**src/rtl/uart_frame_pkg.sv**
```systemverilog
// rtl/uart_frame_pkg.sv - shared state, sync byte and error codes for the UART frame parser
package uart_frame_pkg;

    typedef enum logic [2:0] {
        ST_HUNT    = 3'd0,
        ST_LEN     = 3'd1,
        ST_PAYLOAD = 3'd2,
        ST_CHK     = 3'd3,
        ST_DRAIN   = 3'd4
    } state_t;

    localparam logic [7:0] SYNC_BYTE = 8'hA5;

    typedef enum logic [1:0] {
        ERR_NONE    = 2'd0,
        ERR_LEN     = 2'd1,
        ERR_CHK     = 2'd2,
        ERR_TIMEOUT = 2'd3
    } err_t;

    // A length byte is usable when it is non-zero and fits the payload buffer.
    function automatic logic len_ok(input logic [7:0] len, input logic [7:0] max_len);
        return (len != 8'd0) && (len <= max_len);
    endfunction

endpackage

```
**src/rtl/uart_frame_buf.sv**
```systemverilog
// rtl/uart_frame_buf.sv - payload buffer, synchronous write and asynchronous read, no reset
module uart_frame_buf #(
    parameter int MAX_LEN = 16,
    parameter int ADDR_W  = 4
) (
    input  logic              i_clk,
    input  logic              i_we,
    input  logic [ADDR_W-1:0] i_waddr,
    input  logic [7:0]        i_wdata,
    input  logic [ADDR_W-1:0] i_raddr,
    output logic [7:0]        o_rdata
);

    logic [7:0] mem [MAX_LEN];

    // Payload bytes land here as they are received.
    always_ff @(posedge i_clk) begin
        if (i_we) begin
            mem[i_waddr] <= i_wdata;
        end
    end

    assign o_rdata = mem[i_raddr];

endmodule

```
**src/rtl/uart_frame_parser.sv**
```systemverilog
// rtl/uart_frame_parser.sv - sync/length/payload/checksum framer replaying good frames as a byte stream
module uart_frame_parser
    import uart_frame_pkg::*;
#(
    parameter int MAX_LEN        = 16,
    parameter int TIMEOUT_CYCLES = 21700
) (
    input  logic       i_clk,
    input  logic       i_rst_n,
    input  logic       i_rx_valid,
    input  logic [7:0] i_rx_byte,
    output logic       o_data_valid,
    output logic [7:0] o_data_byte,
    output logic       o_data_last,
    input  logic       i_data_ready,
    output logic       o_frame_err,
    output logic [1:0] o_err_code,
    output logic       o_overrun
);

    localparam int PTR_W  = $clog2(MAX_LEN + 1);
    localparam int BUF_AW = (MAX_LEN > 1) ? $clog2(MAX_LEN) : 1;
    localparam int TO_W   = (TIMEOUT_CYCLES > 1) ? $clog2(TIMEOUT_CYCLES) : 1;
    localparam logic [7:0]      MAX_LEN_B = 8'(MAX_LEN);
    localparam logic [TO_W-1:0] TO_LAST   = TO_W'(TIMEOUT_CYCLES - 1);

    state_t           state_q, state_d;
    logic             prev_valid_q;
    logic [7:0]       len_q;
    logic [7:0]       sum_q;
    logic [PTR_W-1:0] wr_ptr_q;
    logic [PTR_W-1:0] rd_ptr_q;
    logic [TO_W-1:0]  idle_q;
    logic             err_q;
    err_t             err_code_q;
    logic             overrun_q;

    logic             rx_stb;
    logic             in_frame;
    logic             drain;
    logic             timeout_hit;
    logic             beat_xfer;
    logic             last_beat;
    logic             pay_done;
    logic             len_good;
    logic             chk_ok;
    logic [7:0]       chk_sum;
    logic [7:0]       buf_rdata;
    logic             err_fire;
    err_t             err_cause;

    // A held-high valid counts once: only its rising edge is a byte.
    assign rx_stb      = i_rx_valid & ~prev_valid_q;
    assign in_frame    = state_q inside {ST_LEN, ST_PAYLOAD, ST_CHK};
    assign drain       = (state_q == ST_DRAIN);
    // A byte arriving in the same cycle pre-empts the timeout.
    assign timeout_hit = in_frame && !rx_stb && (idle_q == TO_LAST);
    assign beat_xfer   = drain && i_data_ready;
    assign last_beat   = (8'(rd_ptr_q) == (len_q - 8'd1));
    assign pay_done    = (8'(wr_ptr_q) == (len_q - 8'd1));
    assign len_good    = len_ok(i_rx_byte, MAX_LEN_B);
    assign chk_sum     = sum_q + i_rx_byte;
    assign chk_ok      = (chk_sum == 8'd0);

    uart_frame_buf #(
        .MAX_LEN (MAX_LEN),
        .ADDR_W  (BUF_AW)
    ) u_buf (
        .i_clk   (i_clk),
        .i_we    ((state_q == ST_PAYLOAD) && rx_stb),
        .i_waddr (wr_ptr_q[BUF_AW-1:0]),
        .i_wdata (i_rx_byte),
        .i_raddr (rd_ptr_q[BUF_AW-1:0]),
        .o_rdata (buf_rdata)
    );

    // State register.
    always_ff @(posedge i_clk or negedge i_rst_n) begin
        if (!i_rst_n) begin
            state_q <= ST_HUNT;
        end else begin
            state_q <= state_d;
        end
    end

    // Next state plus the rejection cause that goes with each error transition.
    always_comb begin
        state_d   = state_q;
        err_fire  = 1'b0;
        err_cause = ERR_NONE;
        case (state_q)
            ST_HUNT: begin
                if (rx_stb && (i_rx_byte == SYNC_BYTE)) state_d = ST_LEN;
            end
            ST_LEN: begin
                if (rx_stb) begin
                    if (len_good) begin
                        state_d = ST_PAYLOAD;
                    end else begin
                        state_d   = ST_HUNT;
                        err_fire  = 1'b1;
                        err_cause = ERR_LEN;
                    end
                end
            end
            ST_PAYLOAD: begin
                if (rx_stb && pay_done) state_d = ST_CHK;
            end
            ST_CHK: begin
                if (rx_stb) begin
                    if (chk_ok) begin
                        state_d = ST_DRAIN;
                    end else begin
                        state_d   = ST_HUNT;
                        err_fire  = 1'b1;
                        err_cause = ERR_CHK;
                    end
                end
            end
            ST_DRAIN: begin
                if (beat_xfer && last_beat) state_d = ST_HUNT;
            end
            default: state_d = ST_HUNT;
        endcase
        if (timeout_hit) begin
            state_d   = ST_HUNT;
            err_fire  = 1'b1;
            err_cause = ERR_TIMEOUT;
        end
    end

    // Frame datapath: length, running sum, pointers, idle counter and event pulses.
    always_ff @(posedge i_clk or negedge i_rst_n) begin
        if (!i_rst_n) begin
            prev_valid_q <= 1'b0;
            len_q        <= 8'd0;
            sum_q        <= 8'd0;
            wr_ptr_q     <= '0;
            rd_ptr_q     <= '0;
            idle_q       <= '0;
            err_q        <= 1'b0;
            err_code_q   <= ERR_NONE;
            overrun_q    <= 1'b0;
        end else begin
            prev_valid_q <= i_rx_valid;
            err_q        <= err_fire;
            err_code_q   <= err_fire ? err_cause : ERR_NONE;
            overrun_q    <= drain && rx_stb;
            if (in_frame && !rx_stb && !timeout_hit) begin
                idle_q <= idle_q + TO_W'(1);
            end else begin
                idle_q <= '0;
            end
            case (state_q)
                ST_LEN: begin
                    if (rx_stb && len_good) begin
                        len_q    <= i_rx_byte;
                        sum_q    <= i_rx_byte;
                        wr_ptr_q <= '0;
                    end
                end
                ST_PAYLOAD: begin
                    if (rx_stb) begin
                        sum_q    <= sum_q + i_rx_byte;
                        wr_ptr_q <= wr_ptr_q + PTR_W'(1);
                    end
                end
                ST_CHK: begin
                    if (rx_stb && chk_ok) rd_ptr_q <= '0;
                end
                ST_DRAIN: begin
                    if (beat_xfer) rd_ptr_q <= rd_ptr_q + PTR_W'(1);
                end
                default: ;
            endcase
        end
    end

    // Outputs; the data byte is forced to zero outside DRAIN so stale buffer contents never leak.
    always_comb begin
        o_data_valid = drain;
        o_data_byte  = drain ? buf_rdata : 8'd0;
        o_data_last  = drain && last_beat;
        o_frame_err  = err_q;
        o_err_code   = err_code_q;
        o_overrun    = overrun_q;
    end

endmodule

```
**config.mk**
```make
export PLATFORM = sky130hd
export DESIGN_NAME = uart_frame_parser
export DESIGN_NICKNAME = d
export VERILOG_FILES = /design/src/rtl/uart_frame_pkg.sv /design/src/rtl/uart_frame_buf.sv /design/src/rtl/uart_frame_parser.sv
export SDC_FILE = /design/constraint.sdc
export NUM_CORES = 1
export LEC_CHECK = 0
export ABC_AREA = 1
export CORE_ASPECT_RATIO = 2
export CORE_MARGIN = 2
export CORE_UTILIZATION = 65
export CTS_BUF_LIST = sky130_fd_sc_hd__clkbuf_16
export DETAILED_ROUTE_END_ITERATION = 10
export GPL_ROUTABILITY_DRIVEN = 0
export HOLD_SLACK_MARGIN = 0.06
export PLACE_DENSITY = 0.79
export SYNTH_ARGS = -nofsm -noshare
export SYNTH_HDL_FRONTEND = slang
export SYNTH_HIERARCHICAL = 1
export SYNTH_SLANG_ARGS = --single-unit
```
**constraint.sdc**
```tcl
create_clock -name i_clk -period 5.5 [get_ports i_clk]
set_input_delay 0.825 -clock i_clk [delete_from_list [all_inputs] [get_ports i_clk]]
set_output_delay 0.825 -clock i_clk [all_outputs]
set_load 0.02 [all_outputs]
```
==> results.json <==
{
  "start_kind": "register",
  "end_kind": "output port",
  "hold_buffers": 0,
  "setup_viol": 0,
  "dieArea_um2": 14700,
  "initial_utilization": 0.664,
  "min_period_ns": 3.84,
  "place_area_um2": 9220,
  "slew_viol_final": 0,
  "synth_seq_area_share": 0.571,
  "viasPerCell": 5.78,
  "ys.flop_type": "edfxtp_1",
  "cts_tree": "built",
  "cts_buffers": 17,
  "power_density_nw_per_um2": 371,
  "hp-class": "reg2reg",
  "grt_max_degree": 69,
  "grt_pass1_vias": 6884,
  "p_leak_uw": 0.00440,
  "postCtsSetupRepairBufs": 0,
  "rows": 60,
  "die_y_um": 169,
  "drt_iter0_markers": 689,
  "postRouteWirelength_mm": 21.6,
  "required_ns": 4.68,
  "routedWlPerCell_um": 18.2,
  "fmax_mhz": 261,
  "dp_hpwl_mm": 14.4,
  "grt_first_pass_wirelength_mm": 33.8,
  "grt_setup_unrepaired": "false",
  "crit_type": "reg2out",
  "htree_levels": 4,
  "ir_drop_mv": 0.252,
  "synth_warnings": 6,
  "path_clk_slew_ns": 0.06,
  "clock_path_buffers": 2,
  "final.period_utilization": 0.697,
  "syn_area_per_cell_um2": 8.94,
  "num_vias": 6861,
  "core_area_um2": 13400,
  "ys_seq_elements": 177,
  "syn_nets": 1017,
  "grt_usage": 0.313,
  "tightest_slew_ns": 1.12,
  "stdcell_area_um2": 9800,
  "layout_commonest_cell": "nand2_1",
  "drive_gt1_frac": 0.0833,
  "syn_area_um2": 8880,
  "skew_ns": 0.0105,
  "synth_edf_count": 128,
  "hold_viol": 0,
  "synthDistinctLibCells": 46,
  "worstSkewPairLatency_ns": 0.43,
  "drt_drc_violations_left": 0,
  "final_nets": 1045,
  "antenna_found_initial": 0,
  "boundaryPins": 26,
  "async_flop_share": 0.277,
  "outcome": "finished clean",
  "portBuffers": 25,
  "die_w_um": 86.6,
  "crit_fanout": 51,
  "num_antenna_cells": 0,
  "relSlewSlack": 0.250,
  "syn_inst": 993,
  "ant_nets": 0,
  "cp.arrival_ns": 3.01,
  "first_pass_iters": 6,
  "grt-ovfl-total": 0,
  "area_growth_pct": 10.4,
  "cts.repair.resized": 0,
  "cts_sinks": 177,
  "root_buffer": "clkbuf_16",
  "fin_setup_tns_ns": 0,
  "layout_common_cells": "nand2_1 (281), inv_1 (161), nand3_1 (137)",
  "cap_violations": 0
}
-- through the flow --
| stage | util | power [µW] | hold WS [ns] | setup slack, ns | instances |
|---|---|---|---|---|---|
| global route | 0.734 | 3810 | 0.480 | 1.47 | 1188 |
| global placement | 0.690 | 2430 | 0.437 | 2.11 | 1157 |
| CTS | 0.734 | 3630 | 0.459 | 1.67 | 1188 |
| floorplan | - | 2230 | 0.425 | 3.02 | 993 |
| finish | 0.734 | 3630 | 0.453 | 1.66 | 1188 |
| detailed placement | 0.690 | 2450 | 0.450 | 2.02 | 1157 |
-- path summary, 6_finish.rpt --
| path | cells after the start | startpoint | end | slack [ns] |
|---|---|---|---|---|
| max reg2reg | 5 | state_q[2] | u_buf/mem[4][3] | 3.03 |
| min reg2reg | 1 | idle_q[0] | idle_q[0] | 0.45 |
| min | 1 | idle_q[0] | idle_q[0] | 0.45 |
| max in group asynchronous | 2 | i_rst_n | rd_ptr_q[0] | 4.54 |
| max | 11 | rd_ptr_q[0] | o_data_byte[7] | 1.66 |
| min in group asynchronous | 2 | i_rst_n | len_q[4] | 0.50 |
-- report_power, final --
group	switching, µW	internal, µW	total (µW)
logic	548	284	832
registers	95.7	1520	1610
clock network	515	673	1190
-- cells by family (layout without fill, tap and decap cells) --
kind of cell / Yosys count / in the layout / synth area share
buf+inv: 198 / 238 / 0.0927
xor+xnor: 8 / 8 / 0.00789
flops: 177 / 177 / 0.571
simple gates: 548 / 548 / 0.277
compound gates: 50 / 50 / 0.0335
fa+ha+maj: 12 / 12 / 0.0178
-- area by class of cell --
type	instances	area, µm²
clock inverter	14	155
multi-input combinational	618	2980
sequential	177	5070
fill	993	3560
inverter	170	638
clock buffer	17	425
tap	155	194
timing repair buffer	37	335
-- synth_stat cells, types with 2 or more instances --
cell,n,area (µm²)
nand2_2,7,43.8
dfrtp_1,49,1230
nor2_1,68,255
nand3b_1,4,30.0
nor2_2,8,50.1
nand3_2,3,30.0
buf_2,16,80.1
nor3b_1,3,22.5
nor4_1,2,12.5
ha_1,11,138
a21oi_1,14,70.1
nor2_4,7,78.8
inv_1,161,604
a21oi_2,2,17.5
inv_2,8,30.0
a31oi_1,2,12.5
nand4_1,7,43.8
o211ai_1,2,15.0
buf_4,4,30.0
nor3b_2,2,25.0
or2_1,2,12.5
edfxtp_1,128,3840
o21ai_0,19,95.1
nand2_1,281,1050
a32o_1,3,30.0
nand3_1,137,686
buf_6,6,67.6
xnor2_1,4,35.0
xor2_1,4,35.0
o21a_1,3,22.5
nor3_1,11,55.1
-- worst max-delay path, cell delays in order, from the launching register on --
cell	delay [ns]
dfrtp_2	0.40
inv_2	0.68
buf_4	0.30
nand2_1	0.06
nand2_1	0.06
nand2_1	0.05
nand3_1	0.08
nand3_1	0.08
nand2_1	0.08
inv_1	0.04
nor2_1	0.11
clkdlybuf4s50_1	0.63
-- sequential cells by signal (all words and copies together) (netlist names) --
signal        flops
idle_q           15
sum_q             8
u_buf/mem       128
prev_valid_q      1
o_err_code        2
len_q             8
state_q           3
o_overrun         1
wr_ptr_q          5
o_frame_err       1
rd_ptr_q          5
-- routing by layer --
metal  wire length, µm  vias to the layer above  global-route usage
met3               939                       88              0.0482
met5                 0                        -                   0
met2             11800                      307               0.570
met1              7280                     3207               0.308
met4              1600                        0               0.226
li1                  -                     3259                   -
No activity file was read; power rests on OpenSTA's default activity.
